==> src/rtl/piso_shift_tx.sv <==
// rtl/piso_shift_tx.sv - parallel-in/serial-out transmitter with framing strobes
// Optional trailing even-parity bit when PISO_PARITY_BIT_EN is defined.
module piso_shift_tx #(
    parameter int WIDTH     = 8,
    parameter bit MSB_FIRST = 1'b1
) (
    input  logic             clk,
    input  logic             rst,
    input  logic             load_valid,
    input  logic [WIDTH-1:0] load_data,
    output logic             load_ready,
    output logic             sout,
    output logic             sout_valid,
    output logic             frame_start,
    output logic             done,
    output logic             busy
);

`ifdef PISO_PARITY_BIT_EN
    localparam int FRAME_LEN = WIDTH + 1;
`else
    localparam int FRAME_LEN = WIDTH;
`endif
    localparam int CW = $clog2(WIDTH + 2);
    localparam logic [CW-1:0] LAST_IDX = CW'(FRAME_LEN - 1);

    typedef enum logic {
        IDLE,
        SHIFT
    } state_t;

    state_t           state, state_n;
    logic [WIDTH-1:0] sreg, sreg_n;
    logic [CW-1:0]    cnt, cnt_n, cnt_inc;
    logic             sout_n, sout_valid_n, frame_start_n, done_n, busy_n;
    logic             accept, first_bit, next_bit;
    logic [WIDTH-1:0] load_rest, sreg_rest;
`ifdef PISO_PARITY_BIT_EN
    logic             par, par_n;
`endif

    // done marks the last bit of the frame, so it doubles as the hand-over window
    assign load_ready = (state == IDLE) || ((state == SHIFT) && done);
    assign accept     = load_valid && load_ready;
    assign cnt_inc    = cnt + CW'(1);

    assign first_bit = MSB_FIRST ? load_data[WIDTH-1] : load_data[0];
    assign load_rest = MSB_FIRST ? (load_data << 1) : (load_data >> 1);
    assign next_bit  = MSB_FIRST ? sreg[WIDTH-1] : sreg[0];
    assign sreg_rest = MSB_FIRST ? (sreg << 1) : (sreg >> 1);

    always_comb begin
        state_n       = state;
        sreg_n        = sreg;
        cnt_n         = cnt;
        sout_n        = sout;
        sout_valid_n  = sout_valid;
        frame_start_n = frame_start;
        done_n        = done;
        busy_n        = busy;
`ifdef PISO_PARITY_BIT_EN
        par_n         = par;
`endif
        if (accept) begin
            // new frame: first bit goes straight to sout, the rest waits in sreg
            state_n       = SHIFT;
            sreg_n        = load_rest;
            cnt_n         = '0;
            sout_n        = first_bit;
            sout_valid_n  = 1'b1;
            frame_start_n = 1'b1;
            done_n        = (LAST_IDX == '0);
            busy_n        = 1'b1;
`ifdef PISO_PARITY_BIT_EN
            par_n         = ^load_data;
`endif
        end else if (state == SHIFT) begin
            if (done) begin
                state_n       = IDLE;
                sreg_n        = '0;
                cnt_n         = '0;
                sout_n        = 1'b0;
                sout_valid_n  = 1'b0;
                frame_start_n = 1'b0;
                done_n        = 1'b0;
                busy_n        = 1'b0;
            end else begin
                cnt_n         = cnt_inc;
                sreg_n        = sreg_rest;
                sout_n        = next_bit;
                frame_start_n = 1'b0;
                done_n        = (cnt_inc == LAST_IDX);
`ifdef PISO_PARITY_BIT_EN
                if (cnt_inc == CW'(WIDTH)) begin
                    sout_n = par;
                end
`endif
            end
        end
    end

    always_ff @(posedge clk or posedge rst) begin
        if (rst) begin
            state       <= IDLE;
            sreg        <= '0;
            cnt         <= '0;
            sout        <= 1'b0;
            sout_valid  <= 1'b0;
            frame_start <= 1'b0;
            done        <= 1'b0;
            busy        <= 1'b0;
`ifdef PISO_PARITY_BIT_EN
            par         <= 1'b0;
`endif
        end else begin
            state       <= state_n;
            sreg        <= sreg_n;
            cnt         <= cnt_n;
            sout        <= sout_n;
            sout_valid  <= sout_valid_n;
            frame_start <= frame_start_n;
            done        <= done_n;
            busy        <= busy_n;
`ifdef PISO_PARITY_BIT_EN
            par         <= par_n;
`endif
        end
    end

endmodule

==> config.mk <==
export PLATFORM = sky130hd
export DESIGN_NAME = piso_shift_tx
export DESIGN_NICKNAME = d
export VERILOG_FILES = /design/src/rtl/piso_shift_tx.sv
export SDC_FILE = /design/constraint.sdc
export NUM_CORES = 1
export LEC_CHECK = 0
export CAP_MARGIN = 30
export CORE_MARGIN = 2
export CORE_UTILIZATION = 42
export CTS_CLUSTER_DIAMETER = 150
export CTS_CLUSTER_SIZE = 28
export DETAILED_ROUTE_END_ITERATION = 16
export GPL_TIMING_DRIVEN = 1
export MAX_ROUTING_LAYER = met4
export PLACE_DENSITY = 0.82
export SLEW_MARGIN = 10
export SYNTH_ARGS = -nofsm -noshare
export SYNTH_HDL_FRONTEND = slang
export SYNTH_SLANG_ARGS = --single-unit
==> constraint.sdc <==
create_clock -name clk -period 1.3 [get_ports clk]
set_clock_uncertainty 0.2 [all_clocks]
set_input_delay 0.325 -clock clk [delete_from_list [all_inputs] [get_ports clk]]
set_output_delay 0.325 -clock clk [all_outputs]
set_load 0.1 [all_outputs]
# Yosys cells after proc, flatten, opt, wreduce, memory -nomap -nowiden
# Index checks and enable logic that the tools add are counted.
[classes]
n_bitwise = 1
n_mux = 20
n_reduce_logical = 6
n_addsub = 1
n_eq_ne = 1
[ops]
columns = ["cell", "count"]
rows = [
  ["$mux 8", 3],
  ["$mux 1", 14],
  ["$mux 4", 3],
  ["$add 4x1->4 const B", 1],
  ["$eq 4x3->1 const B", 1],
  ["$reduce_bool 2->1", 2],
  ["$logic_and 1x1->1", 2],
  ["$reduce_and 2->1", 1],
  ["$logic_or 1x1->1", 1],
  ["$not 1->1", 1],
]
[totals]
output_inout_bits = 6
ff_bits = 17
word_cells = 36

# Depth between registers and ports, before layout
[logic_depth]
ltp_word = 5
ltp_mapped = 6
ltp_nobuf = 5

# Worst setup path before layout
# OpenSTA, ideal clock, no wires.
[synth_timing]
path_type = "register to output"
from = "reg done"
to = "out load_ready"
n_path_buf = 2
arrival_time_ps = 1648
stages_incl_launch_ff = 5
setup_slack_ps = -873
cell_sequence = "dfrtp_1 and2b_1 buf_6 inv_8 buf_6"
[synth_via]
elab_chain_cells = 2
[synth_lines]
columns = ["item", "line_no", "rtl"]
rows = [
  ["start, declared", "15", "output logic done,"],
  ["start signal, assigned", "122", "done <= done_n;"],
  ["$logic_and 1x1->1", "43", "assign load_ready = (state == IDLE) || ((state == SHIFT) && done);"],
  ["$logic_or 1x1->1", "43", ""],
  ["end, declared", "11", "output logic load_ready,"],
]
# No other way between the ends.

# Final worst setup path
# Same ends and word-level chain as after synthesis.

==> summary.md <==
Number of antenna violations at the first check in global routing: 0. CTS placed an instance of sky130_fd_sc_hd__clkbuf_4 at the clock tree root. For the worst-skew pair, the clock arrives at the later sink with an insertion delay of 290 ps.

In this run the worst path has a maximum fanout of 2. The final reports fail on setup timing. The worst register-to-register path begins at done$_DFFE_PP0P_. The standard cell core area is 1690 um2, and the slew at the pin with the worst max-slew slack is 469 ps. The mapped netlist covers 743 um2. The most common cell after layout, fill and taps aside was sky130_fd_sc_hd__dfrtp_1. The run gives 77.1% as the final design utilization.

TritonCTS built the clock tree. Summed over all nets, the half-perimeter wirelength after detailed placement is 1.13 mm. In this run the worst hold path is classified as in2async. The share of synthesized area occupied by flip-flops and latches came out at 53.9%.

Among all stages on the critical path, the largest delay is contributed by sky130_fd_sc_hd__dfrtp_4. For the finished layout, the period the worst path requires is 1770 ps. The slack of the critical path was -470 ps; the count of fill cells added during filler insertion was 118. H-tree depth reported by CTS: 1.

The run gives 3.69 mW as the overall power. The kind of cell with the highest combined delay along the critical path is flip-flops. The fraction of the cycle the final worst path needs was 136%. The first global-routing pass estimated 2.82 mm of wire. The largest single stage delay on the critical path is 480 ps. The critical path required time came out at 770 ps. Using the TritonRoute via totals, the vias-per-cell ratio works out to 5.54. Setup repair after global routing could not meet its margin everywhere. In this run the static leakage power is 0.586 nW. The critical path goes through and2b_2 -> inv_8 -> buf_12. Summed over all failing endpoints, the final setup total negative slack is -6050 ps. The detail route stage leaves a number of antenna-violating nets equal to 0.

The first TritonRoute pass finished after 4 iterations. Entering global routing, the biggest net connects 17 pins. The run finished, with violations left.

The clock net in this run drives a total of 16 sinks. The max-slew violation total from the final report was 0; the data arrival time of the critical path was 1240 ps. The die is 46.1 um tall.

The number of port buffers is 16. For this run the aggregate overflow at the end of global routing stands at 0. The maximum ir drop on the vdd rail is 1790 uV, and the count of final setup violators is 21. Summing all flip-flop and latch instances after layout gives 410 um2.

The run gives 19.9% as the aggregate global-route resource usage. 0 antenna diodes ended up in the layout. Row generation in the floorplan step produced 15 rows.

Routability-driven placement finished with a final weighted congestion of 0.806. The Yosys step of the flow raised 0 warnings. The setup path with the least slack is of type reg2out. The die covers 2120 um2.

The number of global-route vias before repair was 623; the net count reported at finish was 122. The total number of vias was 693; the maximum clock frequency was 565 MHz. The clock passes through at most 2 buffers.

The logs give 23 for the number of distinct library cells after synthesis and 68.7% for the worst relative slew slack. The tools report the startpoint type of the worst setup path as a register. The count of endpoints failing hold in the final timing report was 0.

In the synthesized netlist, the number of instances is 72. Max-cap violations in this run came to 0. From left edge to right edge, the die measures 46.1 um. When the netlist entered floorplanning its net count stood at 85. The run gives 364 um2 as the multi-input logic area. The per-instance average area after synthesis came out at 10.3 um2. The area growth from synthesis to layout is 75.3%.

The number of buffer and inverter instances along the worst setup path is 2. The tools report the starting density of the core as 44.0%. Clock tree synthesis inserted a total of 3 buffers. The worst register-to-register path ends at done$_DFFE_PP0P_. In the layout the commonest cells are sky130_fd_sc_hd__dfrtp_1, sky130_fd_sc_hd__nand2_1, sky130_fd_sc_hd__clkdlybuf4s50_1. The routed wire length per instance works out to 16.5 um. The worst setup path is captured at an output pin.

Clock transition at the registers of the reported paths: 100 ps. The logs give 2.07 mm for the total routed wirelength and 10 for the first-iteration detailed-routing DRC count. Pin placement for this block handled 17 I/O pins. Number of cells traversed by the worst register-to-register path: 7. The tools report the launching element of the worst setup path as done$_DFFE_PP0P_. The remaining routing DRC violations was 0. The total power density per cell area came out at 2830 nW/um2. The fraction of layout instances using a drive strength above 1 came out at 53.7%.

The tools report the slack of the worst reg-to-reg path as -430 ps. In this run, synthesis produced a sequential element count of 16. At the placement stage, the worst setup path has a slack of -558 ps.
## per-layer routing
metal	routed length, um	part of all wire [%]	global-route usage (%)
met1	804	39	23.1
met2	1210	58	32.8
met3	41	2.0	5.88
met4	12	0.58	6.86
met5	0	0	-
## worst max path at each step
stage,slack [ps],cells after the start,end
6_report,-470,3,load_ready
2_1_floorplan,-440,4,load_ready
5_1_grt,-520,3,load_ready
3_3_place_gp,-520,4,sreg[3]$_DFFE_PP0P_
3_5_place_dp,-560,4,sreg[3]$_DFFE_PP0P_
4_1_cts,-470,3,load_ready
## kinds of logic (layout without fill, tap and decap cells)
group,after synthesis,after routing,share of synthesized area [%]
compound gates,18,18,17.3
xor+xnor,1,1,1.18
fa+ha+maj,2,2,3.37
buf+inv,10,46,8.75
flops,16,16,53.9
simple gates,25,25,15.5
## worst register-to-register path, delay by kind of cell, from the launching register on
family / cells / cell delay (ps)
AND/OR/NAND/NOR: 1 / 280
buffers and inverters: 4 / 420
flip-flops: 1 / 480
AO/OA/AOI/OAI: 2 / 290
## report_power, final
group          switching, mW  total [mW]  internal [mW]
logic                   1.32        2.48           1.16
registers              0.171       0.880          0.709
clock network          0.160       0.331          0.171
## sequential cells by signal, indices dropped and copies added, names as in the netlist
name / flops
sreg: 7
cnt: 4
busy: 1
done: 1
frame_start: 1
sout: 1
state: 1
## through the flow
stage / hold WS [ps] / std cells / instance area (um2)
4_1_cts: 149 / 116 / 1130
3_3_place_gp: 278 / 111 / 1050
3_5_place_dp: 287 / 111 / 1050
6_report: 149 / 125 / 1300
2_1_floorplan: 38.6 / 72 / 774
5_1_grt: 163 / 125 / 1300
## cell type report
class                      instances  area share (%)
timing repair buffer              37            34.1
sequential                        16            31.5
multi-input combinational         46            28.0
clock buffer                       4            2.79
inverter                           5            2.02
tap                               17            1.63
## synth_stat cells (all sizes together)
cell type / n / share of area [%]
dfrtp: 16 / 54
nand2: 12 / 6.1
nand3: 8 / 5.4
a22oi: 7 / 7.1
inv: 5 / 3.5
buf: 4 / 4.7
o21ai: 3 / 2.0
a21oi: 2 / 1.9
a32o: 2 / 2.7
ha: 2 / 3.4
nor2: 2 / 1.0
o22ai: 2 / 1.7
a31oi: 1 / 0.84
and2b: 1 / 1.0
clkbuf: 1 / 0.50
nand2b: 1 / 0.84
o2bb2ai: 1 / 1.2
or2b: 1 / 1.2
xor2: 1 / 1.2
## repair_timing
| item | in CTS | in global routing |
|---|---|---|
| resized for setup | 10 | 24 |
| pin swaps | 2 | 11 |
| setup buffers | 2 | 9 |
| hold buffers | 0 | 0 |
| setup endpoints to repair | 21 | 22 |
Power figures use the tool's default switching activity.
